===== src/rtl/bloco_defuzzificador.sv =====
// Nie-Tan type reduction and defuzzification: accumulates rule firing intervals and divides
// sum((F_LOW+F_UP)*C) by sum(F_LOW+F_UP) with a bit-serial restoring divider.
module bloco_defuzzificador #(
    parameter int unsigned W          = 8,
    parameter int unsigned MAX_REGRAS = 16,
    parameter int unsigned NUM_W      = 2 * W + 1 + $clog2(MAX_REGRAS),
    parameter int unsigned DEN_W      = W + 1 + $clog2(MAX_REGRAS)
) (
    input  logic         CLK,
    input  logic         RESET,
    input  logic         Regra_Valid,
    input  logic         Regra_Last,
    input  logic [W-1:0] F_LOW,
    input  logic [W-1:0] F_UP,
    input  logic [W-1:0] Centroide,
    output logic         Pronto,
    output logic [W-1:0] Saida,
    output logic         Saida_Valid,
    output logic         Div_Zero,
    output logic         Ocupado
);

    localparam int unsigned CNT_W = $clog2(MAX_REGRAS) + 1;
    localparam int unsigned DC_W  = $clog2(NUM_W);

    typedef enum logic [1:0] {StOcioso, StAcumula, StDivide, StSaida} estado_e;

    estado_e estado_q, estado_d;

    logic [NUM_W-1:0] num_q;
    logic [DEN_W-1:0] den_q;
    logic [CNT_W-1:0] cnt_q;
    logic [DEN_W-1:0] rem_q;
    logic [W-1:0]     quo_q;
    logic [DC_W-1:0]  div_cnt_q;
    logic [W-1:0]     saida_q;
    logic             div_zero_q;

    logic             aceita;
    logic             ultimo;
    logic             den_zero;
    logic             div_fim;
    logic [W:0]       soma;
    logic [NUM_W-1:0] prod;
    logic [CNT_W-1:0] cnt_base;
    logic [DEN_W:0]   rem_desl;
    logic             q_bit;
    logic [DEN_W-1:0] rem_prox;

    assign soma     = {1'b0, F_LOW} + {1'b0, F_UP};
    assign prod     = NUM_W'(soma) * NUM_W'(Centroide);
    // A frame's first beat starts from zero regardless of what the registers still hold.
    assign cnt_base = (estado_q == StOcioso) ? '0 : cnt_q;
    assign aceita   = Regra_Valid && Pronto;
    assign ultimo   = Regra_Last || (cnt_base == CNT_W'(MAX_REGRAS - 1));
    assign den_zero = (den_q == '0);
    assign div_fim  = (div_cnt_q == DC_W'(NUM_W - 1));

    // Restoring step: remainder stays below den, so DEN_W+1 bits hold the shifted value.
    assign rem_desl = {rem_q, num_q[NUM_W-1]};
    assign q_bit    = (rem_desl >= {1'b0, den_q});
    assign rem_prox = q_bit ? DEN_W'(rem_desl - {1'b0, den_q}) : rem_desl[DEN_W-1:0];

    always_ff @(posedge CLK or negedge RESET) begin
        if (!RESET) begin
            estado_q <= StOcioso;
        end else begin
            estado_q <= estado_d;
        end
    end

    always_comb begin
        estado_d = estado_q;
        case (estado_q)
            StOcioso, StAcumula: begin
                if (aceita) begin
                    estado_d = ultimo ? StDivide : StAcumula;
                end
            end
            StDivide: begin
                if (den_zero || div_fim) begin
                    estado_d = StSaida;
                end
            end
            StSaida:  estado_d = StOcioso;
            default:  estado_d = StOcioso;
        endcase
    end

    always_comb begin
        Pronto      = (estado_q == StOcioso) || (estado_q == StAcumula);
        Ocupado     = (estado_q == StDivide) || (estado_q == StSaida);
        Saida_Valid = (estado_q == StSaida);
        Saida       = saida_q;
        Div_Zero    = div_zero_q;
    end

    always_ff @(posedge CLK or negedge RESET) begin
        if (!RESET) begin
            num_q      <= '0;
            den_q      <= '0;
            cnt_q      <= '0;
            rem_q      <= '0;
            quo_q      <= '0;
            div_cnt_q  <= '0;
            saida_q    <= '0;
            div_zero_q <= 1'b0;
        end else begin
            case (estado_q)
                StOcioso, StAcumula: begin
                    rem_q     <= '0;
                    quo_q     <= '0;
                    div_cnt_q <= '0;
                    if (aceita) begin
                        num_q <= ((estado_q == StOcioso) ? '0 : num_q) + prod;
                        den_q <= ((estado_q == StOcioso) ? '0 : den_q) + DEN_W'(soma);
                        cnt_q <= cnt_base + CNT_W'(1);
                    end
                end
                StDivide: begin
                    if (den_zero) begin
                        saida_q    <= '0;
                        div_zero_q <= 1'b1;
                    end else begin
                        num_q     <= num_q << 1;
                        rem_q     <= rem_prox;
                        quo_q     <= {quo_q[W-2:0], q_bit};
                        div_cnt_q <= div_cnt_q + DC_W'(1);
                        if (div_fim) begin
                            saida_q    <= {quo_q[W-2:0], q_bit};
                            div_zero_q <= 1'b0;
                        end
                    end
                end
                default: ;
            endcase
        end
    end

endmodule


===== config.mk =====
export PLATFORM = sky130hd
export DESIGN_NAME = bloco_defuzzificador
export DESIGN_NICKNAME = d
export VERILOG_FILES = /design/src/rtl/bloco_defuzzificador.sv
export SDC_FILE = /design/constraint.sdc
export NUM_CORES = 1
export LEC_CHECK = 0
export ABC_AREA = 1
export BUFFER_PORTS_ARGS = -buffer_cell sky130_fd_sc_hd__buf_2
export CAP_MARGIN = 40
export CORE_UTILIZATION = 50
export DETAILED_ROUTE_END_ITERATION = 7
export MAX_ROUTING_LAYER = met4
export PLACE_DENSITY = 0.66
export SLEW_MARGIN = 10
export SYNTH_ARGS = -nofsm -noshare
export SYNTH_HDL_FRONTEND = slang
export SYNTH_SLANG_ARGS = --single-unit

===== constraint.sdc =====
create_clock -name CLK -period 4.9 [get_ports CLK]
set_input_delay 1.47 -clock CLK [delete_from_list [all_inputs] [get_ports CLK]]
set_output_delay 1.47 -clock CLK [all_outputs]
set_load 0.05 [all_outputs]

* Yosys cells after proc, flatten, opt, wreduce, memory -nomap -nowiden
Index checks and enable logic that the tools add are counted.
** Cells by class
- Order comparisons :: 1
- $mul :: 1
- $add $sub $neg :: 6
- Reductions and logical operators :: 15
- Bitwise operators :: 0
- Eq/ne operators :: 8
- Divide/modulo/power cells :: 0
- Shifts and indexed selects :: 0
- Multiplexer cells :: 21
** Operators by type and width (count)
- $mux W21 :: 3
- $pmux W21 S2 :: 1
- $mux W13 :: 3
- $pmux W13 S2 :: 1
- $add A21 B17 Y21 :: 1
- $mul A9 B8 Y17 :: 1
- $mux W8 :: 2
- $ge A14 B13 Y1 :: 1
- $pmux W7 S2 :: 1
- $add A13 B9 Y13 :: 1
- $logic_not A13 Y1 :: 1
- $sub A13 B13 Y13 :: 1
- $add A5 B1 Y5 const B :: 2
- $mux W5 :: 2
- $pmux W5 S2 :: 1
- $add A8 B8 Y9 :: 1
- $reduce_and A2 Y1 :: 4
- $mux W7 :: 1
- $mux W2 :: 3
- $ne A2 B2 Y1 const B :: 3
- $pmux W2 S3 :: 1
- $eq A5 B4 Y1 const B :: 1
- $eq A5 B5 Y1 const B :: 1
- $eq A2 B2 Y1 const B :: 2
- 8 further kinds :: 13
** Word-level totals
- Logic and storage cells :: 61
- ROM bits :: 0
- Output and inout bits :: 12
- Memories kept :: 0
- Memory bits (writable) :: 0
- Input port bits :: 28
- Latch bits :: 0
- Bits in registers :: 75

* Logic depth before layout (Yosys ltp)
- Depth after elaboration :: 7
- Gate-level depth with buffers :: 31
- Depth with buffers taken out :: 31

* Least setup slack after synthesis
Ideal clock, no wire load.
- Path kind :: input -> register
- Start point :: input port F_LOW[0]
- End point :: register num_q[20]
- Arrival :: 6.070 ns
- Stages :: 29
- Path buffers :: 0
- Library setup time :: 0.116 ns
- Setup slack :: -1.287 ns
- Data required time :: 4.784 ns
- Path through :: ha_1 fa_1 nand3_1 nand2_1 nand2_1 nand2_1 a21oi_1 or2_2 nand2_1 inv_1 nand2_1 fa_1 inv_1 fa_1 fa_1 inv_1 fa_1 inv_1 ha_1 a21oi_1 nand2_1 nand2_1 nand3_1 nand2_1 nand2_1 nand2_1 nand3_1 nand2_1 nand2_1
** On the way
- Longest elaborated chain between the ends :: 5
** RTL lines
- from (decl) :: RTL line 13 : input logic [W-1:0] F_LOW,
- $add A8 B8 Y9 :: RTL line 50 : assign soma = {1'b0, F_LOW} + {1'b0, F_UP};
- $mul A9 B8 Y17 :: RTL line 51 : assign prod = NUM_W'(soma) * NUM_W'(Centroide);
- $add A21 B17 Y21 :: RTL line 115 : num_q <= ((estado_q == StOcioso) ? '0 : num_q) + prod;
- $mux W21 :: RTL line 114 : if (aceita) begin
- $pmux W21 S2 :: RTL line 109 : case (estado_q)
- to (signal assigned) :: RTL line 115
- to (signal assigned) :: RTL line 125 : num_q <= num_q << 1;
- to (decl) :: RTL line 30 : logic [NUM_W-1:0] num_q;
Every way passes these cells. The select of a mux whose other input is x is not followed.
A chain may end at the register's enable or synchronous reset.

* Worst setup path in the final report
- Start point :: input port F_UP[4]
- End point :: register num_q[17]
** On the way
- Longest elaborated chain between the ends :: 5
** RTL lines
- from (decl) :: RTL line 14 : input logic [W-1:0] F_UP,
- $add A8 B8 Y9 :: RTL line 50
- $mul A9 B8 Y17 :: RTL line 51
- $add A21 B17 Y21 :: RTL line 115
- $mux W21 :: RTL line 114
- $pmux W21 S2 :: RTL line 109
Every way passes these cells. The select of a mux whose other input is x is not followed.

==> flow_summary.ini <==
[sta]
max_freq_mhz = 173
slew_viol_final = 0
worst_pin_slew_ps = 702
final-setup-viol-count = 17
hold_viol = 0
layout_setup_ws_ps = -894
worst_slew_margin_rel_pct = 53.1
grt_setup_unrepaired = yes
fin_crit_sh_pct = 118
fin_crit_ps = 5790
skew_ps = 9.04

[grt]
grt_max_degree = 53
grt_pass1_vias = 7102
antenna_found_initial = 0
grt_overflow_total = 0
grt_pass1_wl_mm = 33.6
grt.total_usage_pct = 25.8

[logic_synthesis]
syn-num-nets = 1310
synth_compound_area_share_pct = 7.85
synthArstFlopShare_pct = 100
syn_inst = 1146
synthSimpleGateAreaFrac_pct = 28.6
synth_fa_ha_area_share_pct = 26.2
synth_mux_area_share_pct = 0
synth_area_mm2 = 0.00822
synth_top_family_by_area = simple AND/OR/NAND/NOR gates
synth.yosys.warnings = 0
synth_top_area_cell = dfrtp_1
syn_avg_cell_area_um2 = 7.17
synth_xor_area_share_pct = 2.56
synth.area.top_cells = dfrtp_1 (23%), nand2_1 (15%), fa_1 (15%)
synth-seq-cells = 75
synth_seq_area_share_pct = 22.8
synth.distinct_cells = 46
yosysTopAreaCellShare_pct = 22.8
ys.flop_type = dfrtp_1
synth-edff-count = 0

[place]
io_buffers = 39
dpl_cell_area_mm2 = 0.00937
dp_hpwl_mm = 15.3
gp_congestion = 0.880

[floorplanning]
initial_utilization_pct = 51.6
rows = 46
die_y_um = 130
dieArea_mm2 = 0.0170
die_w_um = 130
core_mm2 = 0.0159
ios = 40

[detailed_routing]
vias = 7400
wire_per_inst_um = 13.4
drc_errors = 0
ant_nets = 0
via_per_inst = 4.98
dr.pass1.iters = 5
first_iter_violations = 518
finalWirelength_mm = 19.9

[hold_path]
holdCritStartpoint = quo_q[2]$_DFFE_PN0P_
hold_path_end = quo_q[2]$_DFFE_PN0P_
hold_depth = 2
hold_path.class = flop to flop

[clocking]
clkLatencyLatePin_ps = 340
cts.sinks = 75
cts_made_buffers = 9
cts_hold_buffers = 0
cts_tree = done
clock-root-buffer = clkbuf_16
cts_htree_levels = 3
cts.path.max_buffers = 2
cts.clk_slew.worst_paths_ps = 60

[setup_path]
r2r_start = estado_q[0]$_DFFE_PN0P_
worstSetupPathType = input port to flop
r2r-end = num_q[15]$_DFFE_PN0P_
critPathMaxFanout = 5
reg2regPathDepth = 23
timing.critical_path.required_ps = 5130
endpoint_kind = flop
ff2ff_setup_slack_ps = 630
worstPathArrival_ps = 6020
cp-start-kind = input port

[final_layout]
nets = 1431
area_growth_pct = 24.0
layout-drive-gt1-share_pct = 24.3
antenna_cells = 0
nFillCells = 1439
final_area_mm2 = 0.0102

[status]
outcome = complete, but fails checks
violations = negative setup slack

[flow_run]
max_cap_viol_count = 0
## logic make-up (layout without fill, tap and decap cells)
| kind of cell | after synthesis | in the layout |
|---|---|---|
| XOR/XNOR | 24 | 24 |
| AND/OR/NAND/NOR | 549 | 549 |
| buffers and inverters | 248 | 373 |
| AO/OA/AOI/OAI | 114 | 114 |
| flip-flops | 75 | 75 |
| adder cells (fa/ha/maj) | 136 | 136 |
## worst max path at each step
| stage | start | cells past startpoint | end | slack [ps] |
|---|---|---|---|---|
| after global placement | F_LOW[0] | 30 | num_q[17]$_DFFE_PN0P_ | -1290 |
| after floorplan | F_LOW[0] | 30 | num_q[20]$_DFFE_PN0P_ | -900 |
| final | F_UP[4] | 26 | num_q[17]$_DFFE_PN0P_ | -890 |
| after detailed placement | F_LOW[0] | 30 | num_q[17]$_DFFE_PN0P_ | -1390 |
| after global routing | F_LOW[4] | 26 | num_q[17]$_DFFE_PN0P_ | -1200 |
| after CTS | F_LOW[0] | 30 | num_q[16]$_DFFE_PN0P_ | -860 |
## sequential cells by signal, indices dropped and copies added (netlist names)
name	count
Div_Zero	1
Saida	8
cnt_q	5
den_q	13
div_cnt_q	5
estado_q	2
num_q	21
quo_q	7
rem_q	13
## per-layer routing
metal	vias up	track usage, %	routed length, um
met5	-	-	0
met3	33	3.61	718
met4	0	6.29	382
met2	135	38.7	8960
li1	3776	-	-
met1	3456	36.6	9840
## repair_timing
| item | 4_1_cts | 5_1_grt |
|---|---|---|
| pin swaps | 60 | 43 |
| buffers inserted | 13 | 13 |
| gates resized for setup | 74 | 47 |
| endpoints found under the setup margin | 17 | 17 |
## area by class of cell
class                      count  area (um2)  area share (%)
tap                          216         270            2.65
timing repair buffer         134         986            9.67
clock buffer                   9         225            2.21
sequential                    75        1880            18.4
inverter                     224         856            8.39
clock inverter                 6        65.1           0.638
multi-input combinational    823        5920            58.0
## worst max-delay path: stages
cell and delay (ps):
buf_2 100, ha_1 300, inv_1 70, o21ai_0 200
nand3_1 120, nand3_1 150, xor2_2 200, buf_4 180
nor2_1 60, fa_1 560, fa_2 460, fa_1 490
inv_1 50, fa_1 530, inv_1 60, ha_4 230
nand2_2 90, inv_2 50, a21oi_2 150, nor2_1 50
nor2_1 110, nand2_1 60, nand2_1 50, nand3_1 80
nand2_1 80, nand2_1 50
## cells in the mapped netlist (7+ instances only)
library cell  instances
ha_1                 76
a21oi_1              39
o21ai_0              45
xor2_1               13
nor2_1              106
a31oi_1               7
clkbuf_1              8
and2_1                7
nand3_1              57
xnor2_1              11
buf_2                 9
inv_1               218
fa_1                 60
o22ai_1               7
or2_2                 8
dfrtp_1              75
nand4_1              16
nand2_1             325
## stage by stage
| step | std cells | TNS [ps] | util, % | setup slack, ps | hold slack [ps] |
|---|---|---|---|---|---|
| detailed placement | 1453 | -21340 | 58.7 | -1390 | 458 |
| global route | 1487 | -17880 | 63.9 | -1200 | 499 |
| CTS | 1480 | -12790 | 62.7 | -858 | 474 |
| global placement | 1452 | -19940 | 58.6 | -1290 | 455 |
| finish | 1487 | -13860 | 63.9 | -894 | 472 |
| floorplan | 1146 | -13310 | - | -904 | 442 |
## cells in the final DEF, fill, tap and decap left out, drive strengths merged
cell      netlist  final
fa             60     60
o311ai          1      1
nand4          16     16
clkbuf          8      9
a21o            3      3
o21bai          3      3
bufinv          0      1
or2             8      8
a21oi          40     40
dfrtp          75     75
and2            8      8
xor2           13     13
clkinvlp        0      1
o31ai           3      3
nor3            6      6
ha             76     76
nor4            1      1
o22ai           7      7
and3            1      1
o21ai          48     48
clkinv          1      4
a31oi           7      7
nor2          112    112
o21a            1      1
nand3b          1      1
nand3          62     62
nand2         334    334
buf            16    134
a21boi          1      1
inv           223    224
xnor2          11     11
Power is left out: the tool's default activity adds up to more than one toggle a clock period on the data nets, which glitch-free logic cannot reach.
